===== src/rtl/hilo_wb_arb.sv =====
// Arbitrates the multiplier result FIFO and the one-entry divider holding register
// onto the shared hilo PRF write / ROB completion port, with a starvation guard for the divider.
`ifndef LG_ROB_ENTRIES
`define LG_ROB_ENTRIES 5
`endif
`ifndef LG_HILO_PRF_ENTRIES
`define LG_HILO_PRF_ENTRIES 3
`endif

module hilo_wb_arb #(
    parameter int MUL_DEPTH    = 4,
    parameter int STARVE_LIMIT = 8
) (
    input  logic                            clk,
    input  logic                            reset,
    input  logic                            mul_issue,
    input  logic                            mul_complete,
    input  logic [63:0]                     mul_y,
    input  logic [`LG_ROB_ENTRIES-1:0]      mul_rob_ptr,
    input  logic                            mul_hilo_val,
    input  logic [`LG_HILO_PRF_ENTRIES-1:0] mul_hilo_ptr,
    input  logic                            div_complete,
    input  logic [63:0]                     div_y,
    input  logic [`LG_ROB_ENTRIES-1:0]      div_rob_ptr,
    input  logic [`LG_HILO_PRF_ENTRIES-1:0] div_hilo_ptr,
    output logic                            div_ready,
    output logic                            mul_can_issue,
    output logic                            wb_valid,
    input  logic                            wb_ready,
    output logic [63:0]                     wb_y,
    output logic [`LG_ROB_ENTRIES-1:0]      wb_rob_ptr,
    output logic                            wb_hilo_val,
    output logic [`LG_HILO_PRF_ENTRIES-1:0] wb_hilo_ptr,
    output logic                            wb_src,
    output logic                            err
);
    localparam int RW = `LG_ROB_ENTRIES;
    localparam int HW = `LG_HILO_PRF_ENTRIES;
    localparam int PW = 64 + RW + 1 + HW;
    localparam int AW = (MUL_DEPTH > 1) ? $clog2(MUL_DEPTH) : 1;
    localparam int CW = AW + 1;
    localparam int SW = $clog2(STARVE_LIMIT + 1);

    logic [PW-1:0] fifo_mem [MUL_DEPTH];
    logic [AW-1:0] rd_ptr, wr_ptr;
    logic [CW-1:0] occ, inflight;
    logic [SW-1:0] starve;
    logic          div_v, err_q;
    logic [63:0]   div_y_q;
    logic [RW-1:0] div_rob_q;
    logic [HW-1:0] div_hptr_q;

    logic [63:0]   head_y;
    logic [RW-1:0] head_rob;
    logic          head_hval;
    logic [HW-1:0] head_hptr;

    logic fifo_ne, fifo_full, sel_fifo, deq, fifo_deq, div_deq;
    logic mul_enq, mul_drop, div_cap, div_drop;

    assign {head_y, head_rob, head_hval, head_hptr} = fifo_mem[rd_ptr];

    assign fifo_ne   = (occ != '0);
    assign fifo_full = (occ == CW'(MUL_DEPTH));
    // Divider wins once it has lost STARVE_LIMIT arbitrations; starve>0 already implies div_v.
    assign sel_fifo  = fifo_ne && (!div_v || (starve < SW'(STARVE_LIMIT)));
    assign wb_valid  = fifo_ne | div_v;
    assign deq       = wb_valid & wb_ready;
    assign fifo_deq  = deq & sel_fifo;
    assign div_deq   = deq & ~sel_fifo;

    // A full FIFO still takes a new result when its head leaves in the same cycle.
    assign mul_enq   = mul_complete & (~fifo_full | fifo_deq);
    assign mul_drop  = mul_complete & ~mul_enq;
    assign div_cap   = div_complete & (~div_v | div_deq);
    assign div_drop  = div_complete & ~div_cap;

    assign wb_y        = sel_fifo ? head_y    : div_y_q;
    assign wb_rob_ptr  = sel_fifo ? head_rob  : div_rob_q;
    assign wb_hilo_val = sel_fifo ? head_hval : 1'b1;
    assign wb_hilo_ptr = sel_fifo ? head_hptr : div_hptr_q;
    assign wb_src      = ~sel_fifo;

    assign div_ready     = ~div_v;
    assign err           = err_q;
    assign mul_can_issue = ({1'b0, occ} + {1'b0, inflight}) < (CW + 1)'(MUL_DEPTH);

    always_ff @(posedge clk) begin
        if (reset) begin
            rd_ptr   <= '0;
            wr_ptr   <= '0;
            occ      <= '0;
            inflight <= '0;
            starve   <= '0;
            div_v    <= 1'b0;
            err_q    <= 1'b0;
        end else begin
            if (fifo_deq) rd_ptr <= rd_ptr + 1'b1;
            if (mul_enq)  wr_ptr <= wr_ptr + 1'b1;
            occ <= occ + CW'(mul_enq) - CW'(fifo_deq);

            // Counter saturates at both ends so a stray completion cannot wrap the credit.
            if (mul_issue && !mul_complete && (inflight != '1))
                inflight <= inflight + 1'b1;
            else if (mul_complete && !mul_issue && (inflight != '0))
                inflight <= inflight - 1'b1;

            if (div_deq)
                starve <= '0;
            else if (div_v && fifo_deq && (starve != SW'(STARVE_LIMIT)))
                starve <= starve + 1'b1;

            if (div_cap)
                div_v <= 1'b1;
            else if (div_deq)
                div_v <= 1'b0;

            if (mul_drop || div_drop)
                err_q <= 1'b1;
        end
    end

    always_ff @(posedge clk) begin
        if (mul_enq)
            fifo_mem[wr_ptr] <= {mul_y, mul_rob_ptr, mul_hilo_val, mul_hilo_ptr};
        if (div_cap) begin
            div_y_q    <= div_y;
            div_rob_q  <= div_rob_ptr;
            div_hptr_q <= div_hilo_ptr;
        end
    end
endmodule


===== config.mk =====
export PLATFORM = sky130hd
export DESIGN_NAME = hilo_wb_arb
export DESIGN_NICKNAME = d
export VERILOG_FILES = /design/src/rtl/hilo_wb_arb.sv
export SDC_FILE = /design/constraint.sdc
export NUM_CORES = 1
export LEC_CHECK = 0
export BUFFER_PORTS_ARGS = -buffer_cell sky130_fd_sc_hd__buf_2
export CAP_MARGIN = 10
export CORE_MARGIN = 1.5
export CORE_UTILIZATION = 53
export DETAILED_ROUTE_END_ITERATION = 10
export PLACE_DENSITY = 0.75
export SLEW_MARGIN = 20
export SYNTH_ARGS = -nofsm -noshare
export SYNTH_HDL_FRONTEND = slang
export SYNTH_SLANG_ARGS = --single-unit

===== constraint.sdc =====
create_clock -name clk -period 10.6 [get_ports clk]
set_input_delay 2.12 -clock clk [delete_from_list [all_inputs] [get_ports clk]]
set_output_delay 2.12 -clock clk [all_outputs]
set_load 0.1 [all_outputs]

# [After elaboration in Yosys (flattened, before gate mapping)]
# Memory sizes are Yosys's and may differ from the RTL's. A register that Yosys moved wholly into a read port is not among the register bits.
# Cells that the tools add are included.
[word_totals] reg_bits=88 ram_bits=292 input_bits=151 output_inout_bits=78 mem_count=1
[classes] add_sub_neg=8 magnitude_cmp=2 eq_ne=3 muxes=12 bitwise=15 reduce_logical=17
[mem_list] name="fifo_mem" words=4 width=73 rd=1 rd_ports_with_merged_regs=1 wr=1 line="44" source="logic [PW-1:0] fifo_mem [MUL_DEPTH];"
[op_table] op="two-way mux 64 bit" n=1
[op_table] op="two-way mux 3 bit" n=3
[op_table] op="bitwise AND 1 bit" n=7
[op_table] op="logical AND 1 bit" n=7
[op_table] op="nonzero test 3 bit" n=2
[op_table] op="two-way mux 1 bit" n=5
[op_table] op="two-way mux 5 bit" n=1
[op_table] op="NOT 1 bit" n=5
[op_table] op="adder 2 x 1 -> 2 bit (second input constant)" n=2
[op_table] op="adder 3 x 3 -> 4 bit" n=1
[op_table] op="adder 4 x 1 -> 4 bit (second input constant)" n=1
[op_table] op="< comparator 4 x 3 -> 1 bit (second input constant)" n=1
[op_table] op="< comparator 4 bit (second input constant)" n=1
[op_table] op="two-way mux 2 bit" n=2
[op_table] op="!= test 4 bit (second input constant)" n=1
[op_table] op="nonzero test 2 bit" n=2
[op_table] op="adder 3 x 1 -> 3 bit" n=1
[op_table] op="adder 3 x 1 -> 3 bit (second input constant)" n=1
[op_table] op="equality test 3 bit (second input constant)" n=1
[op_table] op="zero test 1 bit" n=3
[op_table] op="!= test 3 bit (second input constant)" n=1
[op_table] op="OR 1 bit" n=3
[op_table] op="subtractor 3 x 1 -> 3 bit" n=1
[op_table] op="subtractor 3 x 1 -> 3 bit (second input constant)" n=1
[op_table] op="other kinds (2)" n=3

# [Logic depth before layout (Yosys ltp)]
[logic_depth] word_depth=10 mapped_depth=11 ltp_nobuf=11

# [Worst setup path before layout]
# OpenSTA, ideal clock, no wires.
[synth_timing] kind="input to register" start="input port wb_ready" end="register div_hptr_q[0] (enable)" arrival_ns=5.783 setup_slack_ns=4.291 stages=2 path_buffers=0 path_cell_list="o21ai_0 > a21oi_1"
[synth_between] elab_chain_len=4
[synth_rtl] element="start: declaration" line="29" source="input logic wb_ready,"
[synth_rtl] element="bitwise AND 1 bit" line="68" source="assign deq = wb_valid & wb_ready;"
[synth_rtl] element="bitwise AND 1 bit" line="70" source="assign div_deq = deq & ~sel_fifo;"
[synth_rtl] element="OR 1 bit" line="75" source="assign div_cap = div_complete & (~div_v | div_deq);"
[synth_rtl] element="bitwise AND 1 bit" line="75"
[synth_rtl] element="via div_cap" line="59" source="logic mul_enq, mul_drop, div_cap, div_drop;"
[synth_rtl] element="end signal: assignment" line="129" source="div_hptr_q <= div_hilo_ptr;"
[synth_rtl] element="end: declaration" line="51" source="logic [HW-1:0] div_hptr_q;"
# The timed path passes the listed nets, and every way through them passes these cells.
# A chain may end at the register's enable or synchronous reset.

==> out/qor.yml <==
run_status:
  outcome: "completed"
clock_tree:
  htreeDepth: 2
  ctsHoldBuffers: 0
  clkTransAtPathRegs_ps: 60
  ctsRootBufferMaster: "clkbuf_16"
  cts_tree: "built"
  numCtsBuffers: 40
  clock_path_buffers: 3
  insertion_delay_ps: 520
  cts_sinks: 382
  cts_resized: 0
  cts_setup_buffers: 0
global_routing:
  grt_antenna_before_repair: 2
  grt_max_degree: 75
  grt_pass1_wl_um: 41000
  track_usage_pct: 18.8
  grt-ovfl-total: 0
  grt_pass1_vias: 7324
setup_path:
  r2r_end: "fifo_mem[3][63]$_DFFE_PP_"
  rrSetupSlack_ps: 7810
  path_max_fanout: 40
  worst_setup_path_start_kind: "flip-flop"
  crit_type: "flip-flop to output pin"
  reg2regPathDepth: 5
  cp.arrival_ps: 3350
  cp_data_required_time_ps: 8480
  crit_path_end_kind: "output pin"
  r2r_start: "div_v$_SDFFE_PP0P_"
floorplan:
  core_sq_um: 27100
  start_util_pct: 54.3
  io_pins: 229
  die_x_um: 170
  die_h_um: 170
  dieArea_sq_um: 28800
  num_rows: 60
synth:
  synth_top_area_share_pct: 74.2
  synthCells: 656
  syn-cell-area_sq_um: 14700
  synthTopCellsByArea: "edfxtp_1, mux4_2, mux2_2"
  yosysSeqAreaShare_pct: 76.7
  avgSynthCellArea_sq_um: 22.4
  synth.net_count: 819
  ys_types: 43
  synth-seq-cells: 382
  synth_top_area_cell: "edfxtp_1"
  yosysWarnings: 0
timing:
  finalCritPeriodShare_pct: 51.6
  relSlewSlack_pct: 44.4
  slew_violations: 0
  rsz0062_at_grt: "no"
  post-route-min-period_ps: 5470
  fmax_mhz: 183
  max_slew.worst_pin.slew_ps: 833
  skew_ps: 11.6
  setup_tns_ps: 0
  hold_viol_final: 0
  setup_viol: 0
  fin_ws_ps: 5130
place:
  pre_cts_ws_ps: 5560
  place_area_sq_um: 16100
  numPortBuffers: 228
  placed_cells: 1238
  gp_congestion: 0.719
  dpl.hpwl_um: 16000
drt:
  dr_wl_met3_um: 1530
  routed_wl_um: 26600
  top_layer: "met5"
  wl_per_cell_um: 20.3
  postRouteAntennaNets: 0
  wl_met2_um: 13100
  dr.pass1.iters: 6
  vias_per_cell: 5.41
  vias: 7086
  drt-met1-wl_um: 11600
  drt-initial-drc-count: 513
  drc_errors: 0
cells_and_area:
  stdcell_count: 1310
  diodes: 0
  register_area_sq_um: 11300
  drive_gt1_share_pct: 46.6
  fillers: 1884
  final_area_sq_um: 17300
  area_delta_synth_final_pct: 17.8
  nets: 1071
  multi_input_area_sq_um: 3130
job:
  drv_cap: 0
hold_path:
  hold-path-cell-count: 2
  hp-start: "starve[1]$_SDFFE_PP0P_"
  min_path_type: "flip-flop to flip-flop"
  hold_end: "starve[1]$_SDFFE_PP0P_"
cell families (layout without fill, tap and decap cells):
family | Yosys count | after routing | share of synthesized area, %
AO/OA/AOI/OAI | 23 | 23 | 0.960
XOR/XNOR | 5 | 5 | 0.297
adder cells (fa/ha/maj) | 12 | 12 | 1.12
buffers and inverters | 41 | 323 | 2.26
flip-flops | 382 | 382 | 76.7
multiplexers | 146 | 146 | 17.0
AND/OR/NAND/NOR | 47 | 47 | 1.72
sequential cells by signal (all words and copies together), names as in the netlist, 2 cells and up, named ones only:
| register | cells |
|---|---|
| occ | 3 |
| wr_ptr | 2 |
| rd_ptr | 2 |
| starve | 4 |
| fifo_mem | 292 |
| inflight | 3 |
| div_rob_q | 5 |
| div_hptr_q | 3 |
| div_y_q | 64 |
per-layer routing:
| metal | global-route usage [%] | vias to the layer above |
|---|---|---|
| met5 | 0 | - |
| met4 | 4.50 | 4 |
| met3 | 3.71 | 45 |
| met2 | 31.0 | 203 |
| met1 | 26.3 | 3635 |
| li1 | - | 3199 |
cells in the mapped netlist (all sizes together):
cell type / n
nor4: 3
xnor2: 3
or2: 1
edfxtp: 364
o22ai: 1
mux4: 73
a41oi: 1
a22oi: 1
nand4b: 1
clkbuf: 9
a211o: 1
nand2b: 1
nor3: 3
xor2: 2
and2: 4
dfxtp: 18
nand3: 3
buf: 17
o221ai: 1
fa: 2
ha: 10
a211oi: 1
a21oi: 7
nand2: 9
and3: 1
o21ai: 7
mux2: 72
nor2: 12
or3: 1
a21boi: 1
o211ai: 1
nor3b: 1
nor2b: 5
a221oi: 1
nand3b: 2
inv: 15
mux2i: 1
cell type report:
class                   count  area share [%]
clock buffers              51            6.19
repair buffers            236            6.92
inverters                  15           0.325
well taps                 372            2.68
clock inverters            21           0.707
multi-input cells         233            18.1
flip-flops and latches    382            65.1
critical path: stages (launching register included):
cell	delay (ps)
dfxtp_4	790
buf_4	780
mux4_1	670
mux2_2	270
buf_2	290
cells in the final DEF (no fill, tap or decap), types with 4 or more instances in the layout:
| master | n |
|---|---|
| mux2_2 | 67 |
| ha_1 | 10 |
| clkinv_2 | 6 |
| nand2_1 | 8 |
| buf_2 | 228 |
| nor2b_1 | 5 |
| inv_1 | 15 |
| clkbuf_16 | 41 |
| a21oi_1 | 6 |
| dfxtp_1 | 16 |
| mux4_2 | 69 |
| o21ai_0 | 7 |
| and2_4 | 4 |
| edfxtp_1 | 364 |
| mux4_1 | 4 |
| nor2_1 | 12 |
| buf_4 | 8 |
| mux2_4 | 5 |
| clkbuf_1 | 9 |
| clkinv_1 | 12 |
worst max path at each step:
stage | end | slack [ps]
2_1_floorplan | div_hptr_q[0]$_DFFE_PP_ | 4290
3_3_place_gp | wb_y[18] | 5580
3_5_place_dp | wb_hilo_ptr[2] | 5560
4_1_cts | wb_hilo_ptr[2] | 4970
5_1_grt | wb_hilo_ptr[2] | 4850
6_report | wb_hilo_ptr[2] | 5130
metrics by stage:
step | utilization (%) | hold WS, ps
after CTS | 64.0 | 501
final | 64.0 | 501
after global routing | 64.0 | 530
after floorplan | - | 461
after global placement | 59.6 | 478
after detailed placement | 59.6 | 492
Power is not shown: default switching activity piles up to over one toggle a cycle in this logic, so the estimate is an artifact.
